<file path="src/rtl/mux_n_sel_reg.sv">
// mux_n_sel_reg
//   Registered N-way selector with valid/ready handshakes. One of CHANNELS
//   request sources is captured into a single-entry output register, chosen
//   by an explicit select (MODE 0) or by round-robin arbitration (MODE 1).
//
// Ports
//   clk        rising-edge clock
//   rst_n      synchronous active-low reset
//   n_data     packed channel data, channel k at [k*WIDTH +: WIDTH]
//   n_valid    per-channel request valid
//   n_ready    per-channel accept (at most one bit high)
//   sel        channel select, MODE 0 only
//   res        registered output data
//   res_valid  res holds an unconsumed beat
//   res_chan   index of the channel that produced res
//   res_ready  downstream accepts res this cycle
module mux_n_sel_reg #(
  parameter int WIDTH    = 32,
  parameter int CHANNELS = 4,
  parameter int SEL_W    = 2,
  parameter int MODE     = 0
) (
  input  logic                      clk,
  input  logic                      rst_n,
  input  logic [CHANNELS*WIDTH-1:0] n_data,
  input  logic [CHANNELS-1:0]       n_valid,
  output logic [CHANNELS-1:0]       n_ready,
  input  logic [SEL_W-1:0]          sel,
  output logic [WIDTH-1:0]          res,
  output logic                      res_valid,
  output logic [SEL_W-1:0]          res_chan,
  input  logic                      res_ready
);

  logic             load_en;
  logic             grant_vld;
  logic [SEL_W-1:0] grant_idx;
  logic [WIDTH-1:0] grant_data;
  logic [SEL_W-1:0] ptr;

  // The output register may be overwritten when empty or being drained
  // in the same cycle, which gives back-to-back beats with no bubble.
  assign load_en = !res_valid || res_ready;

  // Grant selection: channel indices beyond CHANNELS-1 never match, so an
  // out-of-range sel simply yields no grant.
  always_comb begin
    int best_d;
    int d;
    grant_vld  = 1'b0;
    grant_idx  = '0;
    grant_data = '0;
    best_d     = CHANNELS;
    d          = 0;
    if (MODE == 0) begin
      for (int k = 0; k < CHANNELS; k++) begin
        if (int'(sel) == k && n_valid[k]) begin
          grant_vld  = 1'b1;
          grant_idx  = SEL_W'(k);
          grant_data = n_data[k*WIDTH +: WIDTH];
        end
      end
    end else begin
      // Round robin: the valid channel closest to ptr (going upward,
      // wrapping) wins. ptr is always below CHANNELS.
      for (int k = 0; k < CHANNELS; k++) begin
        d = (k - int'(ptr) + CHANNELS) % CHANNELS;
        if (n_valid[k] && d < best_d) begin
          best_d     = d;
          grant_vld  = 1'b1;
          grant_idx  = SEL_W'(k);
          grant_data = n_data[k*WIDTH +: WIDTH];
        end
      end
    end
  end

  always_comb begin
    n_ready = '0;
    for (int k = 0; k < CHANNELS; k++) begin
      n_ready[k] = rst_n && load_en && grant_vld && (grant_idx == SEL_W'(k));
    end
  end

  // ---- output register stage ----
  always_ff @(posedge clk) begin
    if (!rst_n) begin
      res       <= '0;
      res_valid <= 1'b0;
      res_chan  <= '0;
      ptr       <= '0;
    end else if (load_en) begin
      if (grant_vld) begin
        res       <= grant_data;
        res_chan  <= grant_idx;
        res_valid <= 1'b1;
        if (MODE == 1) begin
          if (grant_idx == SEL_W'(CHANNELS - 1)) ptr <= '0;
          else                                    ptr <= grant_idx + SEL_W'(1);
        end
      end else begin
        res_valid <= 1'b0;
      end
    end
  end

endmodule

</file>
<file path="config.mk">
export PLATFORM = sky130hd
export DESIGN_NAME = mux_n_sel_reg
export DESIGN_NICKNAME = d
export VERILOG_FILES = /design/src/rtl/mux_n_sel_reg.sv
export SDC_FILE = /design/constraint.sdc
export NUM_CORES = 1
export LEC_CHECK = 0
export CORE_AREA = 2 2 101 74
export DETAILED_ROUTE_END_ITERATION = 16
export DIE_AREA = 0 0 103 76
export GPL_TIMING_DRIVEN = 0
export PLACE_DENSITY = 0.87
export SLEW_MARGIN = 25
export SYNTH_ARGS = -nofsm -noshare
export SYNTH_HDL_FRONTEND = slang
export SYNTH_SLANG_ARGS = --single-unit
</file>
<file path="constraint.sdc">
create_clock -name clk -period 4.4 [get_ports clk]
set_input_delay 0.88 -clock clk [delete_from_list [all_inputs] [get_ports clk]]
set_output_delay 0.88 -clock clk [all_outputs]
set_load 0.1 [all_outputs]
</file>
==> impl_metrics.tcl <==
set metrics [dict create \
    synth_seq_area_share_pct 35.0 \
    final.period_utilization_pct 96.9 \
    core_area_sq_um 6960 \
    numClockSinks 35 \
    path_clk_slew_ns 0.07 \
    ys_ff_latch 35 \
    clock_latency_ns 0.28 \
    syn_nets 355 \
    crit_type "in2out" \
    cap_violations 0 \
    final_cell_count_no_fill 497 \
    grt_max_degree 11 \
    grt_antenna_before_repair 0 \
    portBuffers 175 \
    grt_pass1_vias 2751 \
    period_needed_ns 4.26 \
    critical_path.cell_chain "clkdlybuf4s50_1 > nand2_1 > a211o_1 > a21boi_4 > buf_4 > nor3b_2 > clkdlybuf4s18_2" \
    num-fill-cells 620 \
    endpoint_kind "output pin" \
    nets 537 \
    fin_worst_skew_ns 0.00755 \
    power_density_nw_per_um2 260 \
    place_congestion 0.771 \
    synthDistinctLibCells 22 \
    wl_per_cell_microns 17.8 \
    max-slew-margin-rel_pct 33.0 \
    grt_pass1_wl_microns 13300 \
    finalSetupViolCount 0 \
    p_seq_share_pct 33.9 \
    die_area_sq_um 7830 \
    dieWidth_microns 103 \
    row_count 26 \
    placed_cells_incl_taps 491 \
    cts_hold_buf 0 \
    cts_buffer_depth 2 \
    fin_area_sq_um 3950 \
    die_h_microns 76 \
    wirelength_microns 8820 \
    first_pass_iters 4 \
    comb_power_share_pct 45.2 \
    cp_data_required_time_ns 3.52 \
    grt.total_usage_pct 21.6 \
    first_iter_violations 83 \
    ant_nets 0 \
    arrival_ns 3.38 \
    h-tree-depth 2 \
    maxSlewViolCount 0 \
    start_util_pct 28.8 \
    dpl-instance-area_sq_um 3880 \
    vias_per_cell 5.41 \
    dpl.hpwl_microns 6630 \
    hold_viol 0 \
    critPathSlowestCell "clkdlybuf4s18_2" \
    crit_family "buffers and inverters" \
    area_growth_pct 97.4 \
    yosysWarnings 0 \
    worstPathMaxFanout 10 \
    post_cts_buffers 0 \
    post_cts_resized 12 \
    cts_tree "done" \
    syn_inst 218 \
    tightest_slew_ns 1.00 \
    cp_num_buf_inv 3 \
    ff2ff_setup_slack_ns 2.77 \
    outcome "finished, final reports clean" \
    ios 176 \
    swShare_pct 37.2 \
    total_power_uw 1030 \
    n_antenna_cell 0 \
    netlist.area_leader.share_pct 35.0 \
    max_freq_mhz 234 \
    critPathMaxStageDelay_ns 0.57 \
    vias 2689 \
    netSwitchingPower_uw 382 \
    vdd_drop_max_uv 103 \
    synth.area.top_cells "dfxtp_1, a221o_1, a32o_1, o22ai_1, nand2_1" \
    root_buffer "clkbuf_8" \
    syn_area_per_cell_sq_um 9.18 \
    final_layout_size_suffix_gt1_share_pct 5.76 \
    drc 0 \
    overflow 0 \
    whs_ns 0.466 \
    internal_power_uw 645 \
    cts_inserted_buffers 5 \
    synth_area_leader_cell "dfxtp_1" \
    pwr-share-clk_pct 21.0 \
    hold_class "reg2reg" \
    rsz0062_at_grt "false" \
    start_kind "input pin" \
    syn_area_sq_um 2000 \
    p_leak_uw 0.00139 \
]
-- cells by family (layout without fill, tap and decap cells) --
| kind of cell | after synthesis | in the layout | share of synthesized area [%] |
|---|---|---|---|
| simple gates | 50 | 50 | 11.5 |
| flops | 35 | 35 | 35.0 |
| buf+inv | 28 | 209 | 7.81 |
| compound gates | 105 | 105 | 45.7 |
-- power by group through the flow --
stage	combinational [uW]	clock (uW)	sequential, uW
finish	464	215	347
global route	485	233	350
CTS	464	226	347
detailed placement	462	0	354
global placement	457	0	353
floorplan	120	0	498
-- registers in the layout, indices dropped and copies added (netlist names) --
register	flops
res_chan	2
res	32
res_valid	1
-- worst paths after layout --
| check | from | to | cells past startpoint |
|---|---|---|---|
| max | sel[0] | n_ready[0] | 7 |
| min | res[15] | res[15] | 1 |
| max reg2reg | res_valid | res[25] | 5 |
| min reg2reg | res[15] | res[15] | 1 |
-- layer usage --
layer / GRT usage (%) / routed length, microns
met1: 26.2 / 3750
met2: 36.8 / 4040
met3: 6.24 / 900
met4: 6.58 / 139
met5: 0 / 0
-- through the flow --
stage / setup slack [ns] / TNS (ns) / utilization, %
after detailed placement: -0.462 / -1.69 / 55.7
after floorplan: 0.426 / 0 / -
final: 0.135 / 0 / 56.8
after global placement: -0.442 / -1.62 / 55.7
after global routing: 0.00706 / 0 / 56.8
after CTS: 0.107 / 0 / 56.8
-- cells in the mapped netlist --
cell,instances
nand2_1,36
dfxtp_1,35
a221o_1,32
a32o_1,32
o22ai_1,32
clkbuf_1,17
buf_6,5
a21boi_0,3
buf_4,3
nand2b_1,3
nor2_1,3
a211o_1,2
and2_1,2
buf_2,2
nand3_1,2
nor3b_2,2
o21ai_0,2
a21boi_4,1
a21oi_1,1
and3_4,1
inv_1,1
nor2b_1,1
-- worst reg2reg max path, delay by kind of cell (launching register included) --
kind                   cells  cell delay, ns
AO/OA/AOI/OAI              3            0.85
buffers and inverters      1            0.25
flip-flops                 1            0.33
AND/OR/NAND/NOR            1            0.15
-- placed cells by master, fill, tap and decap left out, types with 5 or more instances in the layout --
cell type | Yosys | routed
o22ai_1 | 32 | 32
clkbuf_1 | 17 | 18
buf_6 | 5 | 5
clkbuf_8 | 0 | 5
clkdlybuf4s50_1 | 0 | 171
dfxtp_1 | 35 | 35
nand2_1 | 36 | 36
a32o_1 | 32 | 32
a221o_1 | 32 | 32
-- cell type report --
cell class	count	area, sq um	area share (%)
buffer	27	153	3.86
tap	98	123	3.10
timing repair buffer	175	1750	44.4
multi-input combinational	155	1140	29.0
clock buffer	6	72.6	1.84
sequential	35	701	17.7
inverter	1	3.75	0.0950
No activity file was read; power rests on OpenSTA's default activity.
